[src/rtl/line_delay.sv]
// line_delay: fixed-latency sample delay line, register chain or circular RAM chosen from DELAY.
// Defining LINE_DELAY_VALID_EN adds a registered valid_out that rises once the line has filled.
module line_delay #(
    parameter int DATA_W        = 8,
    parameter int DELAY         = 4,
    parameter int RAM_THRESHOLD = 16
) (
    input  logic              clk,
    input  logic              rst_n,
    input  logic [DATA_W-1:0] value_in,
    output logic [DATA_W-1:0] value_out
`ifdef LINE_DELAY_VALID_EN
    ,
    output logic              valid_out
`endif
);
    localparam bit USE_RAM = (DELAY > RAM_THRESHOLD) && (DELAY > 1);
    localparam int CNT_W   = (DELAY > 1) ? $clog2(DELAY) : 1;
`ifdef LINE_DELAY_VALID_EN
    localparam bit NEED_FILL = 1'b1;
`else
    localparam bit NEED_FILL = USE_RAM;
`endif

    generate
        if (DELAY < 1) begin : g_bad_delay
            $error("line_delay: DELAY must be >= 1");
        end

        // Fill counter saturates at DELAY-1; done marks that real data is arriving at the output.
        if (NEED_FILL) begin : g_fill
            logic [CNT_W-1:0] fill_q, fill_d;
            logic             done;
            assign done   = (fill_q == CNT_W'(DELAY - 1));
            assign fill_d = done ? fill_q : fill_q + CNT_W'(1);
            always_ff @(posedge clk or negedge rst_n) begin
                if (!rst_n) fill_q <= '0;
                else        fill_q <= fill_d;
            end
        end

        if (!USE_RAM) begin : g_chain
            logic [DELAY-1:0][DATA_W-1:0] stage_q;
            always_ff @(posedge clk or negedge rst_n) begin
                if (!rst_n) begin
                    stage_q <= '0;
                end else begin
                    stage_q[0] <= value_in;
                    for (int i = 1; i < DELAY; i++) stage_q[i] <= stage_q[i-1];
                end
            end
            assign value_out = stage_q[DELAY-1];
        end else begin : g_ram
            // DELAY-1 RAM entries plus the output register give exactly DELAY cycles.
            localparam int DEPTH = DELAY - 1;
            localparam int PTR_W = $clog2(DELAY);
            logic [DATA_W-1:0] mem [DEPTH];
            logic [PTR_W-1:0]  ptr_q, ptr_d;
            logic [DATA_W-1:0] out_q;

            assign ptr_d = (ptr_q == PTR_W'(DEPTH - 1)) ? '0 : ptr_q + PTR_W'(1);

            always_ff @(posedge clk) begin
                mem[ptr_q] <= value_in;
            end

            // Read-first: the entry at ptr_q is the sample written DELAY-1 edges ago.
            always_ff @(posedge clk or negedge rst_n) begin
                if (!rst_n) begin
                    ptr_q <= '0;
                    out_q <= '0;
                end else begin
                    ptr_q <= ptr_d;
                    out_q <= g_fill.done ? mem[ptr_q] : '0;
                end
            end
            assign value_out = out_q;
        end
    endgenerate

`ifdef LINE_DELAY_VALID_EN
    logic valid_q;
    always_ff @(posedge clk or negedge rst_n) begin
        if (!rst_n) valid_q <= 1'b0;
        else        valid_q <= g_fill.done;
    end
    assign valid_out = valid_q;
`endif

endmodule

[config.mk]
export PLATFORM = sky130hd
export DESIGN_NAME = line_delay
export DESIGN_NICKNAME = d
export VERILOG_FILES = /design/src/rtl/line_delay.sv
export SDC_FILE = /design/constraint.sdc
export NUM_CORES = 1
export LEC_CHECK = 0
export ABC_AREA = 1
export ABC_CLOCK_PERIOD_IN_PS = 1100
export BUFFER_PORTS_ARGS = -buffer_cell sky130_fd_sc_hd__clkbuf_2
export CORE_UTILIZATION = 50
export DETAILED_ROUTE_END_ITERATION = 12
export HOLD_SLACK_MARGIN = 0.03
export PLACE_DENSITY = 0.8
export SETUP_SLACK_MARGIN = 0.15
export SLEW_MARGIN = 20
export SYNTH_ARGS = -nofsm -noshare
export SYNTH_HDL_FRONTEND = slang
export SYNTH_SLANG_ARGS = --single-unit
export TNS_END_PERCENT = 1
[constraint.sdc]
create_clock -name clk -period 1.1 [get_ports clk]
set_clock_uncertainty 0.1 [all_clocks]
set_input_delay 0.275 -clock clk [delete_from_list [all_inputs] [get_ports clk]]
set_output_delay 0.275 -clock clk [all_outputs]
set_load 0.01 [all_outputs]
# Yosys cells after proc, flatten, opt, wreduce, memory -nomap -nowiden
# Index checks and enable logic that the tools add are counted.
[op_classes]
eq_ne = 0
bitwise = 0
mux = 0
shifts = 0
n_reduce_logical = 0
magnitude_cmp = 0
div_mod_pow = 0
n_mul = 0
addsub = 0
[totals]
n_memories = 0
input_bits = 10
mem_bits_rw = 0
romBits = 0
register_bits = 32
word_cells = 4
latchBits = 0

# Depth between registers and ports, before layout
# Gate-level depths: netlist (run 1).
[depth]
depth_word = 0
depth_mapped = 1
mapped_depth_nobuf = 0

# Worst setup path after synthesis (run 1)
# OpenSTA, ideal clock, no wires.
[synth_path]
path_type = "flip-flop to output port"
start = "reg g_chain.stage_q (netlist bit value_out[0])"
end = "out value_out[0]"
stages_incl_launch_ff = 2
slack_ns = 0.258
arrival_ns = 0.467
required_ns = 0.725
path_buffers = 1
path_cell_list = "dfrtp_1 > buf_4"
[synth_rtl]
columns = ["element", "line", "rtl"]
rows = [
  ["from (decl)", "43", "logic [DELAY-1:0][DATA_W-1:0] stage_q;"],
  ["to (decl)", "11", "output logic [DATA_W-1:0] value_out"],
]
# No word-level cell between the ends.

# Worst setup path after layout (run 1)
[layout_path]
start = "reg g_chain.stage_q (netlist bit value_out[4])"
end = "out value_out[4]"
# No word-level cell between the ends.

==> impl_metrics.py, run 1 <==
metrics = {
    "status": {
        "status": "finished, violations left",
        "violations": "design-rule violations, negative setup slack",
    },
    "routing": {
        "routedWlPerCell_um": 10.86,
        "viasPerCell": 4.458,
        "via_count": 370,
        "drc": 4,
        "drt_iter0_markers": 5,
        "dr.pass1.iters": 7,
        "drtAntennaViolNets": 0,
        "wl_um": 901,
    },
    "clock_network": {
        "cts_tree": "built",
        "post_cts_resized": 0,
        "clk_pin_slew_ps": 100,
        "clock-sinks": 32,
        "clk_path_buf_depth": 2,
        "htree_num_levels": 2,
        "cts_buffers": 5,
        "cts_root_buf": "clkbuf_4",
        "clock_latency_ps": 320,
    },
    "power_and_ir_drop": {
        "swShare_pct": 19.14,
        "p_comb_share_pct": 4.2,
        "p_seq_share_pct": 57.5,
        "clockPowerShare_pct": 38.3,
        "p_sw_mw": 0.4157,
        "powerDensity_nw_per_um2": 1982,
        "power.internal_mw": 1.756,
        "vdd_drop_max_uv": 1563,
        "power_leakage_nw": 0.5317,
    },
    "logic_synthesis": {
        "synth_area_per_cell_um2": 21.52,
        "yosysUniqueCellTypes": 2,
        "syn_inst": 40,
        "syn-cell-area_um2": 860.8,
        "ys_warn_count": 0,
        "ys_ff_latch": 32,
        "synth_fp_nets": 50,
        "ys_seq_area_share_pct": 93.02,
    },
    "sta": {
        "slew_violations": 0,
        "max_freq_mhz": 848.2,
        "worst_slew_pin_slew_ps": 159.0,
        "setup_ws_ps": -78.98,
        "period_needed_ps": 1179,
        "setup_viol": 8,
        "fin_setup_tns_ps": -579.4,
        "relSlewSlack_pct": 89.40,
        "hold_viol": 0,
        "finalCritPeriodShare_pct": 107.2,
        "rsz0062_at_grt": "yes",
    },
    "worst_setup_path": {
        "critPathCaptureType": "output pin",
        "critPathSlowestCell": "dfrtp_1",
        "cp.arrival_ps": 800,
        "crit_chain": "clkbuf_2",
        "max_stage_delay_ps": 370,
        "critPathTopFamily": "flip-flops",
        "cp-start-kind": "flip-flop",
        "rr_startpoint": "g_chain.stage_q[5]$_DFF_PN0_",
        "worstPathRequired_ps": 720,
        "crit_start": "value_out[4]$_DFF_PN0_",
        "path_class": "reg2out",
        "cp_max_fo": 1,
        "crit_buf_inv": 1,
    },
    "global_route": {
        "antenna_found_initial": 0,
        "grt_pass1_vias": 349,
        "grt_pass1_wl_um": 1490,
        "track_usage_pct": 13.13,
        "grt_max_degree": 33,
        "gr-total-overflow": 0,
    },
    "finish": {
        "syn_to_final_growth_pct": 27.33,
        "fin_area_um2": 1096,
        "multi_input_cells": 0,
        "antenna_cells": 0,
        "fill_cells": 101,
        "drive_above_1_share_pct": 38.81,
        "register_area_um2": 800.8,
        "multiInputGateArea_um2": 0,
        "nets": 76,
    },
    "die": {
        "dieWidth_um": 43.49,
        "io_pins": 18,
        "core_um2": 1559,
        "die_h_um": 43.49,
        "die_area_um2": 1891,
        "start_util_pct": 55.22,
        "rows": 14,
    },
    "placement": {
        "place.gp.congestion": 0.5382,
        "hpwlAfterDp_um": 506.3,
        "io_buffers": 17,
        "dpl_cell_area_um2": 925.9,
    },
    "hold_path": {
        "hold_class": "reg2reg",
        "min_from": "g_chain.stage_q[8]$_DFF_PN0_",
    },
    "flow_run": {
        "maxCapViolations": 0,
    },
}
state kept, by name (all words and copies together), names as in the netlist:
register / cells
g_chain.stage_q: 24
value_out: 8
kinds of logic after synthesis:
family | after synthesis | share of synthesized area [%]
flip-flops | 32 | 93.02
buffers and inverters | 8 | 6.977
per-layer routing:
| metal | part of all wire (%) | vias to the layer above | global-route usage [%] |
|---|---|---|---|
| li1 | - | 166 | - |
| met1 | 35 | 177 | 10.84 |
| met2 | 54 | 22 | 20.91 |
| met3 | 9.1 | 5 | 10.00 |
| met4 | 2.0 | 0 | 9.375 |
| met5 | 0 | - | 0 |
metrics by stage:
stage               util [%]  power (mW)  hold WS, ps  std cells  setup slack [ps]
detailed placement     59.39       1.341        143.0         66             258.0
global placement       59.39       1.333        134.2         66             272.8
global route           70.30       2.277        258.0         83            -131.5
floorplan                  -       1.297       -120.6         40             258.2
finish                 70.30       2.172        252.4         83            -78.98
CTS                    70.30       2.205        253.2         83            -100.3
area by class of cell:
type,count,area share (%)
flip-flops and latches,32,73.06
repair buffers,27,17.81
well taps,16,1.826
clock inverters,3,3.881
clock buffers,5,3.425
layout by cell type, fill, tap and decap left out:
master	synthesis	layout
buf_12	0	1
dlygate4sd3_1	0	9
clkinv_2	0	1
clkinvlp_4	0	1
clkbuf_2	0	17
dfrtp_1	32	32
bufinv_16	0	1
clkbuf_4	0	5
worst paths after layout:
kind | endpoint | slack [ps] | cells after the start
min in group asynchronous | g_chain.stage_q[16]$_DFF_PN0_ | 340 | 3
worst min-delay path | g_chain.stage_q[16]$_DFF_PN0_ | 250 | 0
worst max register to register | g_chain.stage_q[13]$_DFF_PN0_ | 500 | 0
max in group asynchronous | value_out[2]$_DFF_PN0_ | 400 | 3
worst min register to register | g_chain.stage_q[16]$_DFF_PN0_ | 250 | 0
worst max-delay path | value_out[4] | -80 | 1
timing repair:
action / 4_1_cts / 5_1_grt
setup buffers: 0 / 0
cloned: 0 / 0
endpoints found under the setup margin: 8 / 8
hold buffers: 9 / 0
endpoints found under the hold margin: 40 / 0
power groups by stage:
| stage | clock (mW) | combinational [mW] | sequential [mW] |
|---|---|---|---|
| 5_1_grt | 0.921 | 0.101 | 1.25 |
| 2_1_floorplan | 0 | 0.0296 | 1.27 |
| 4_1_cts | 0.863 | 0.0918 | 1.25 |
| 6_report | 0.832 | 0.0911 | 1.25 |
| 3_5_place_dp | 0 | 0.0674 | 1.27 |
| 3_3_place_gp | 0 | 0.0649 | 1.27 |
synthesized netlist by cell type (all sizes together):
cell type / number / area (µm²)
buf: 8 / 60.06
dfrtp: 32 / 800.8
(Power assumes the default switching activity.)
==> run 2, diff against run 1 <==
BUFFER_PORTS_ARGS = -buffer_cell sky130_fd_sc_hd__buf_2   (was -buffer_cell sky130_fd_sc_hd__clkbuf_2)
==> impl_metrics.py, run 2 (same netlist as run 1, synthesis figures left out) <==
metrics = {
    "worst_setup_path": {
        "crit_start": "value_out[3]$_DFF_PN0_",
        "path_class": "reg2out",
        "cp-start-kind": "flip-flop",
        "r2r_setup_slack_ps": 500,
        "r2r_end": "g_chain.stage_q[18]$_DFF_PN0_",
        "rr_startpoint": "g_chain.stage_q[10]$_DFF_PN0_",
        "critPathCaptureType": "output pin",
        "cp_max_fo": 1,
        "cp.arrival_ps": 800,
        "path_depth": 1,
        "max_stage_delay_ps": 370,
        "crit_chain": "buf_2",
        "crit_buf_inv": 1,
        "critPathSlowestCell": "dfrtp_1",
        "crit_end": "value_out[3]",
        "worstPathRequired_ps": 720,
        "reg2reg_depth": 0,
        "critPathTopFamily": "flip-flops",
    },
    "routing": {
        "dr.pass1.iters": 7,
        "routedWlPerCell_um": 11.14,
        "drc": 5,
        "viasPerCell": 4.241,
        "wl_um": 925,
        "via_count": 352,
        "drtAntennaViolNets": 0,
        "drt_iter0_markers": 7,
    },
    "flow_run": {
        "maxCapViolations": 0,
    },
    "die": {
        "core_um2": 1559,
        "io_pins": 18,
        "die_area_um2": 1891,
        "die_h_um": 43.49,
        "dieWidth_um": 43.49,
        "start_util_pct": 55.22,
        "rows": 14,
    },
    "clock_network": {
        "clk_pin_slew_ps": 90,
        "clock-sinks": 32,
        "clock_latency_ps": 300,
        "cts_root_buf": "clkbuf_4",
        "clk_path_buf_depth": 2,
        "htree_num_levels": 2,
        "cts_setup_buffers": 0,
        "cts_buffers": 5,
        "cts_tree": "built",
    },
    "global_route": {
        "gr-total-overflow": 0,
        "grt_max_degree": 20,
        "antenna_found_initial": 0,
        "grt_pass1_vias": 364,
        "grt_pass1_wl_um": 1545,
        "track_usage_pct": 12.91,
    },
    "finish": {
        "final_cell_mix": "dfrtp_1 (32), buf_2 (17), dlygate4sd3_1 (9)",
        "drive_above_1_share_pct": 38.81,
        "antenna_cells": 0,
        "fill_cells": 93,
        "regMostFlops": "g_chain.stage_q",
        "largest_register_ffs": 24,
        "syn_to_final_growth_pct": 29.07,
        "register_area_um2": 800.8,
        "multiInputGateArea_um2": 0,
        "final_common_cell": "dfrtp_1",
        "nets": 76,
        "fin_area_um2": 1111,
        "multi_input_cells": 0,
    },
    "sta": {
        "hold_viol": 0,
        "period_needed_ps": 1174,
        "setup_ws_ps": -73.76,
        "relSlewSlack_pct": 79.25,
        "worst_slew_pin_slew_ps": 311.3,
        "rsz0062_at_grt": "yes",
        "finalCritPeriodShare_pct": 106.7,
        "max_freq_mhz": 852.0,
        "setup_viol": 8,
        "slew_violations": 0,
    },
    "power_and_ir_drop": {
        "vdd_drop_max_uv": 1687,
        "report.power.total_mw": 2.284,
        "powerDensity_nw_per_um2": 2056,
        "power_leakage_nw": 0.5383,
    },
    "status": {
        "violations": "design-rule violations, negative setup slack",
        "status": "finished, violations left",
    },
    "hold_path": {
        "hold_class": "reg2reg",
        "min_from": "g_chain.stage_q[21]$_DFF_PN0_",
    },
    "placement": {
        "io_buffers": 17,
        "dpl_cell_area_um2": 925.9,
        "place.gp.congestion": 0.5414,
    },
}
==> run 2: how the worst min path moves through the flow <==
stage               cells past startpoint  slack (ps)                       endpoint
detailed placement                      1          80  g_chain.stage_q[15]$_DFF_PN0_
finish                                  0         250         value_out[5]$_DFF_PN0_
global placement                        1          80  g_chain.stage_q[15]$_DFF_PN0_
CTS                                     0         250  g_chain.stage_q[16]$_DFF_PN0_
global route                            0         260         value_out[7]$_DFF_PN0_
floorplan                               0        -120   g_chain.stage_q[0]$_DFF_PN0_
==> run 2: layer usage <==
metal / share of wire, % / vias up / GRT usage [%]
li1: - / 165 / -
met1: 40 / 166 / 11.94
met2: 53 / 19 / 22.12
met3: 6.9 / 2 / 8.333
met4: 0.43 / 0 / 5.625
met5: 0 / - / 0
==> run 2: stage by stage <==
stage | worst slack (ps) | TNS [ps] | hold slack (ps) | utilization (%) | instances
4_1_cts | -101.5 | -740.7 | 247.7 | 71.27 | 83
3_3_place_gp | 264.0 | 0 | 76.06 | 59.39 | 66
6_report | -73.76 | -538.3 | 253.1 | 71.27 | 83
5_1_grt | -136.2 | -971.5 | 264.6 | 71.27 | 83
2_1_floorplan | 258.2 | 0 | -120.6 | - | 40
3_5_place_dp | 253.4 | 0 | 80.79 | 59.39 | 66
==> run 2: where the power goes <==
part           switching [mW]  total [mW]  leakage (nW)  internal, mW
clock network           0.341       0.945        0.0515         0.603
registers              0.0154        1.25         0.373          1.23
logic                  0.0415      0.0904         0.114        0.0488
total                   0.398        2.28         0.538          1.89
==> run 2: layout make-up <==
type,count,area share (%)
sequential,32,72.07
timing repair buffer,27,17.57
clock buffer,7,5.856
clock inverter,1,2.703
tap,16,1.802
==> run 2: repair_timing <==
action	CTS	global route
endpoints found under the hold margin	40	0
endpoints found under the setup margin	8	8
gates cloned	0	0
hold buffers	9	0
gates resized for setup	0	0
